[src/rtl/act_requant_if.sv]
// act_requant bus: accumulator vectors in, activations out,
// plus the saturation counter controls.
interface act_requant_if #(
  parameter int VECTOR_WIDTH = 4,
  parameter int ACC_WIDTH    = 16,
  parameter int DATA_WIDTH   = 8,
  parameter int SHIFT_WIDTH  = 4,
  parameter int CNT_WIDTH    = 16
) ();
  logic                                  in_valid;
  logic                                  in_ready;
  logic [VECTOR_WIDTH-1:0][ACC_WIDTH-1:0] acc_in;
  logic [SHIFT_WIDTH-1:0]                shift_in;
  logic                                  relu_en;
  logic                                  out_valid;
  logic                                  out_ready;
  logic [VECTOR_WIDTH-1:0][DATA_WIDTH-1:0] act_out;
  logic [VECTOR_WIDTH-1:0]               sat_flag;
  logic                                  sat_clr;
  logic [CNT_WIDTH-1:0]                  sat_count;

  modport master (
    output in_valid, acc_in, shift_in, relu_en,
    output out_ready, sat_clr,
    input  in_ready, out_valid, act_out,
    input  sat_flag, sat_count
  );

  modport slave (
    input  in_valid, acc_in, shift_in, relu_en,
    input  out_ready, sat_clr,
    output in_ready, out_valid, act_out,
    output sat_flag, sat_count
  );
endinterface

[src/rtl/act_requant.sv]
// Requantize FMA accumulators: round shift, ReLU, saturate.
// Define ACT_LEAKY_EN for a 1/8 leaky slope under relu_en.
module act_requant #(
  parameter int VECTOR_WIDTH = 4,
  parameter int ACC_WIDTH    = 16,
  parameter int DATA_WIDTH   = 8,
  parameter int SHIFT_WIDTH  = 4,
  parameter int CNT_WIDTH    = 16
) (
  input logic          clk,
  input logic          rst,
  act_requant_if.slave bus
);
  localparam int RW = ACC_WIDTH + 1;
  typedef logic signed [RW-1:0] r_t;
  localparam r_t MAXV = r_t'(2**(DATA_WIDTH-1) - 1);
  localparam r_t MINV = ~MAXV;

  logic                  s1_valid;
  logic                  s1_relu;
  r_t                    s1_r   [VECTOR_WIDTH];
  r_t                    s1_nxt [VECTOR_WIDTH];
  logic [DATA_WIDTH:0]   s2_nxt [VECTOR_WIDTH];
  logic                  s1_adv;
  logic                  in_acc;
  logic                  out_fire;

  // Round-half-up shift; extra bit keeps +max from wrapping.
  function automatic r_t rnd(
    input logic [ACC_WIDTH-1:0]   a,
    input logic [SHIFT_WIDTH-1:0] sh
  );
    r_t x;
    r_t b;
    x = {a[ACC_WIDTH-1], a};
    b = '0;
    if (int'(sh) >= ACC_WIDTH) return {RW{a[ACC_WIDTH-1]}};
    if (sh != '0) b = r_t'(1) << (sh - SHIFT_WIDTH'(1));
    return (x + b) >>> sh;
  endfunction

  // Returns {saturated, value}.
  function automatic logic [DATA_WIDTH:0] sat(
    input r_t   r,
    input logic relu
  );
    r_t   v;
    logic f;
    v = r;
    f = 1'b0;
    if (relu && v[RW-1]) begin
`ifdef ACT_LEAKY_EN
      v = v >>> 3;
`else
      v = '0;
`endif
    end
    if (v > MAXV) begin
      v = MAXV;
      f = 1'b1;
    end else if (v < MINV) begin
      v = MINV;
      f = 1'b1;
    end
    return {f, v[DATA_WIDTH-1:0]};
  endfunction

  assign s1_adv       = !bus.out_valid || bus.out_ready;
  assign bus.in_ready = !s1_valid || s1_adv;
  assign in_acc       = bus.in_valid && bus.in_ready;
  assign out_fire     = bus.out_valid && bus.out_ready;

  // Per-lane datapath for both stages.
  always_comb begin
    for (int i = 0; i < VECTOR_WIDTH; i++) begin
      s1_nxt[i] = rnd(bus.acc_in[i], bus.shift_in);
      s2_nxt[i] = sat(s1_r[i], s1_relu);
    end
  end

  // Stage 1: capture rounded values on accept.
  always_ff @(posedge clk or posedge rst) begin
    if (rst) begin
      s1_valid <= 1'b0;
      s1_relu  <= 1'b0;
      for (int i = 0; i < VECTOR_WIDTH; i++)
        s1_r[i] <= '0;
    end else begin
      if (bus.in_ready) s1_valid <= bus.in_valid;
      if (in_acc) begin
        s1_relu <= bus.relu_en;
        for (int i = 0; i < VECTOR_WIDTH; i++)
          s1_r[i] <= s1_nxt[i];
      end
    end
  end

  // Stage 2: clamp into the output register; hold on stall.
  always_ff @(posedge clk or posedge rst) begin
    if (rst) begin
      bus.out_valid <= 1'b0;
      bus.act_out   <= '0;
      bus.sat_flag  <= '0;
    end else if (s1_adv) begin
      bus.out_valid <= s1_valid;
      if (s1_valid) begin
        for (int i = 0; i < VECTOR_WIDTH; i++) begin
          bus.act_out[i]  <= s2_nxt[i][DATA_WIDTH-1:0];
          bus.sat_flag[i] <= s2_nxt[i][DATA_WIDTH];
        end
      end
    end
  end

  // Count delivered vectors with any saturated lane; clear wins.
  always_ff @(posedge clk or posedge rst) begin
    if (rst) begin
      bus.sat_count <= '0;
    end else if (bus.sat_clr) begin
      bus.sat_count <= '0;
    end else if (out_fire && |bus.sat_flag
                 && bus.sat_count != '1) begin
      bus.sat_count <= bus.sat_count + CNT_WIDTH'(1);
    end
  end
endmodule

[src/flat_wrapper.sv]
// flat-port wrapper written by rule: the top's interface ports become plain ports
module act_requant_flat 
#(
  parameter int VECTOR_WIDTH = 4,
  parameter int ACC_WIDTH    = 16,
  parameter int DATA_WIDTH   = 8,
  parameter int SHIFT_WIDTH  = 4,
  parameter int CNT_WIDTH    = 16
)
  (clk, rst, bus_in_valid, bus_acc_in, bus_shift_in, bus_relu_en, bus_out_ready, bus_sat_clr, bus_in_ready, bus_out_valid, bus_act_out, bus_sat_flag, bus_sat_count);
  act_requant_if #(.VECTOR_WIDTH(VECTOR_WIDTH), .ACC_WIDTH(ACC_WIDTH), .DATA_WIDTH(DATA_WIDTH), .SHIFT_WIDTH(SHIFT_WIDTH), .CNT_WIDTH(CNT_WIDTH)) bus_i ();
  input logic clk;
  input logic rst;
  input wire logic [$bits(bus_i.in_valid)-1:0] bus_in_valid;
  input wire logic [$bits(bus_i.acc_in)-1:0] bus_acc_in;
  input wire logic [$bits(bus_i.shift_in)-1:0] bus_shift_in;
  input wire logic [$bits(bus_i.relu_en)-1:0] bus_relu_en;
  input wire logic [$bits(bus_i.out_ready)-1:0] bus_out_ready;
  input wire logic [$bits(bus_i.sat_clr)-1:0] bus_sat_clr;
  output wire logic [$bits(bus_i.in_ready)-1:0] bus_in_ready;
  output wire logic [$bits(bus_i.out_valid)-1:0] bus_out_valid;
  output wire logic [$bits(bus_i.act_out)-1:0] bus_act_out;
  output wire logic [$bits(bus_i.sat_flag)-1:0] bus_sat_flag;
  output wire logic [$bits(bus_i.sat_count)-1:0] bus_sat_count;
  assign bus_i.in_valid = bus_in_valid;
  assign bus_i.acc_in = bus_acc_in;
  assign bus_i.shift_in = bus_shift_in;
  assign bus_i.relu_en = bus_relu_en;
  assign bus_i.out_ready = bus_out_ready;
  assign bus_i.sat_clr = bus_sat_clr;
  assign bus_in_ready = bus_i.in_ready;
  assign bus_out_valid = bus_i.out_valid;
  assign bus_act_out = bus_i.act_out;
  assign bus_sat_flag = bus_i.sat_flag;
  assign bus_sat_count = bus_i.sat_count;
  act_requant #(.VECTOR_WIDTH(VECTOR_WIDTH), .ACC_WIDTH(ACC_WIDTH), .DATA_WIDTH(DATA_WIDTH), .SHIFT_WIDTH(SHIFT_WIDTH), .CNT_WIDTH(CNT_WIDTH)) u_core (.clk(clk), .rst(rst), .bus(bus_i));
endmodule
[config.mk]
export PLATFORM = sky130hd
export DESIGN_NAME = act_requant_flat
export DESIGN_NICKNAME = d
export VERILOG_FILES = /design/src/rtl/act_requant_if.sv /design/src/rtl/act_requant.sv /design/src/flat_wrapper.sv
export SDC_FILE = /design/constraint.sdc
export NUM_CORES = 1
export LEC_CHECK = 0
export ABC_CLOCK_PERIOD_IN_PS = 5800
export BUFFER_PORTS_ARGS = -buffer_cell sky130_fd_sc_hd__buf_2
export CAP_MARGIN = 10
export CORE_UTILIZATION = 61
export DETAILED_ROUTE_END_ITERATION = 10
export PLACE_DENSITY = 0.92
export SYNTH_ARGS = -nofsm -noshare
export SYNTH_HDL_FRONTEND = slang
export SYNTH_SLANG_ARGS = --single-unit
[constraint.sdc]
create_clock -name clk -period 5.8 [get_ports clk]
set_input_delay 0.58 -clock clk [delete_from_list [all_inputs] [get_ports clk]]
set_output_delay 0.58 -clock clk [all_outputs]
set_load 0.01 [all_outputs]
==> metrics.txt <==
worst reg2reg setup slack=3.25 ns; antenna viol nets, final=0; CP Launch Type=input pin; vias in the first global route=12.7k; Hold Fails Final Rpt=0; reg2reg path depth=8; Syn-to-layout area delta=11.8%; Worst-path clk slew=0.05 ns; nature of the critical path endpoint=flip-flop; Worst slew margin=18.2%; GRT Util Overall=43.0%; WL/cell=23.0 um; Max Clk Rate=194 MHz; crit path time final=5.16 ns; H-Tree Depth=4; post-cts repair resize count=0; routing usage on met2=64.5%; grt met1 use=54.6%; global route total overflow=0; final period utilization=88.9%; # fillers=1535; Worst Max-Slew Pin Slew=1.23 ns; DRT Pass-1 Iters=8; Worst Setup EP=u_core.s1_r[56]$_DFFE_PP0P_; proportion of layout cells with a drive suffix above 1=15.7%; antenna violations before repair=0; max-capacitance violation count=0; worst-skew pair later-pin latency=0.42 ns; post-synth cell types=97; Max clock buf depth=2; Max Slew Vio Count=0; Detailed Place HPWL=32000 um; WL final=44200 um; Die ar.=0.0206 sq mm; drc violations=0; mean number of vias per cell=7.26; y dimension of the die=144 um; Arr. time, crit path=5.40 ns; CTS Buf Count=17; P_leak=5.88 nW; sequential element share of the synthesized area=25.2%; reg-to-reg critical path endpoint=u_core.bus.sat_count[11]$_DFFE_PP0P_; number of flops mapped to enable cells by yosys=0; outcome=completed; multi-input combinational cell area=0.00861 sq mm; busiest grt layer=met2; core area=0.0195 sq mm; synthesis-stage register bit count=123; routing usage on met3=12.2%; Hold/Removal Path Class=input pin to async pin; hold_buf cts=0; top-level I/O count=128; worst-path fanout max=32; setup bufs post-CTS=0; Nets=1766; Worst Path Class, Setup=input pin to flip-flop; DR iter-0 viols=2457; CTS tree=yes; RD Place Congestion=1.13; dpl ws=0.605 ns; Starting Density=62.6%; global-route wire length before repair=68300 um; Non-Filler Instances=1921; Final WS setup=0.645 ns; Synth warnings=0; via count=13.9k; largest net degree at the start of global routing=66; sequential cell area=0.00308 sq mm; worst r2r src=u_core.bus.sat_count[0]$_DFFE_PP0P_; Post-Syn Area=0.0122 sq mm; row count=51; number of buffers added on ports=127; Mean Syn Cell Area=7.82 sq um; Die X-Extent=144 um; Crit. Startpoint=bus_shift_in[0]; async set-or-reset flop fraction in the synthesized netlist=100%; pwr/cell area=247 mW/mm^2; clk_skew=0.00687 ns; Worst VDD drop=0.218 mV; Syn Inst Count=1562; Util after Layout=70.0%; Clock Tree Root=clkbuf_16; CTS Sinks=123; RSZ-0062 raised after global routing=no; Final setup viols=0; Worst Path Required=6.04 ns; Final TNS setup=0 ns; ys flop type=dfrtp_1; antenna cells=0; dpl cells=1889
[synth_stat cells (12+ instances only)]
library cell | count | area share [%]
mux2_2 | 18 | 1.7
a211oi_1 | 17 | 1.0
a221oi_1 | 12 | 0.86
clkbuf_1 | 73 | 2.2
o21ai_0 | 101 | 4.1
o21a_1 | 16 | 0.98
nand2_1 | 165 | 5.1
nor2_1 | 191 | 5.9
dfrtp_1 | 123 | 25
nand2b_1 | 16 | 0.82
buf_2 | 15 | 0.61
a21o_1 | 29 | 1.8
nand3_1 | 42 | 1.7
o221ai_1 | 12 | 0.86
a31oi_1 | 20 | 1.0
mux2i_1 | 35 | 2.9
nand4_1 | 14 | 0.72
xor2_1 | 35 | 2.5
inv_1 | 32 | 0.98
o22ai_1 | 16 | 0.82
and2_1 | 17 | 0.87
xnor2_1 | 53 | 3.8
ha_1 | 49 | 5.0
a21oi_1 | 129 | 5.3
mux4_2 | 14 | 2.6
buf_1 | 12 | 0.37
or3_1 | 15 | 0.77
o211ai_1 | 38 | 2.3
nor3_1 | 33 | 1.4
[where the power goes]
part | total [mW] | switching, mW | internal (mW)
logic | 1.14 | 0.717 | 0.418
clock network | 1.09 | 0.407 | 0.687
registers | 1.14 | 0.128 | 1.01
[metal layers]
layer / part of all wire, % / up-vias
li1: - / 6021
met1: 36 / 6375
met2: 42 / 1243
met3: 15 / 303
met4: 7.5 / 0
met5: 0 / -
[state kept, by name, indices dropped and copies added, names as in the netlist]
name and count:
u_core.bus.sat_flag 4, u_core.bus.act_out 32, u_core.s1_valid 1, u_core.s1_r 68
u_core.bus.out_valid 1, u_core.bus.sat_count 16, u_core.s1_relu 1
[critical path, stage by stage]
cell	delay, ns
buf_2	0.54
buf_4	0.46
nor4bb_2	0.93
xnor2_1	0.34
nand2b_1	0.25
or3_1	0.33
o211ai_1	0.35
a21oi_1	0.14
nor3_1	0.74
nor2_1	0.13
a221oi_1	0.43
a31oi_1	0.15
[worst min-delay path by stage]
stage | endpoint | slack [ns] | cells after the start
after floorplan | u_core.s1_r[18]$_DFFE_PP0P_ | 0.45 | 2
after global placement | u_core.bus.act_out[31]$_DFFE_PP0P_ | 0.47 | 2
after detailed placement | u_core.bus.act_out[31]$_DFFE_PP0P_ | 0.47 | 2
after CTS | u_core.s1_r[38]$_DFFE_PP0P_ | 0.34 | 2
after global routing | u_core.s1_relu$_DFFE_PP0P_ | 0.38 | 3
final | u_core.bus.act_out[8]$_DFFE_PP0P_ | 0.32 | 2
[cells by family after synthesis]
logic type,Yosys count,synth area share [%]
mux,67,7.11
buf+inv,137,4.55
simple gates,559,21.6
other cells,1,0.0307
fa+ha+maj,52,5.26
xor+xnor,88,6.31
flops,123,25.2
compound gates,535,30.0
[layout make-up]
| class | count | area share [%] |
|---|---|---|
| multi-input combinational | 1305 | 63.0 |
| sequential | 123 | 22.5 |
| timing repair buffer | 164 | 6.69 |
| clock buffer | 18 | 3.21 |
| tap | 265 | 2.43 |
| clock inverter | 14 | 1.24 |
| inverter | 32 | 0.898 |
[layout by cell type (no fill, tap or decap), types with 17 or more instances in the layout]
| master | n |
|---|---|
| nor3_1 | 33 |
| a21o_1 | 29 |
| mux2_2 | 18 |
| o211ai_1 | 38 |
| clkbuf_16 | 17 |
| a21oi_1 | 129 |
| ha_1 | 49 |
| xnor2_1 | 53 |
| a211oi_1 | 17 |
| buf_2 | 127 |
| a31oi_1 | 20 |
| mux2i_1 | 35 |
| xor2_1 | 35 |
| o21ai_0 | 101 |
| inv_1 | 30 |
| buf_4 | 37 |
| nor2_1 | 191 |
| dfrtp_1 | 123 |
| nand3_1 | 42 |
| nand2_1 | 164 |
[through the flow]
stage | total power, mW | hold slack, ns | cell area (sq um)
final | 3.37 | 0.318 | 13700
after global placement | 2.18 | 0.466 | 13100
after floorplan | 1.86 | 0.450 | 12200
after detailed placement | 2.22 | 0.470 | 13100
after global routing | 3.49 | 0.377 | 13700
after CTS | 3.32 | 0.343 | 13700
Note: power is estimated with default switching activity, not from simulation.
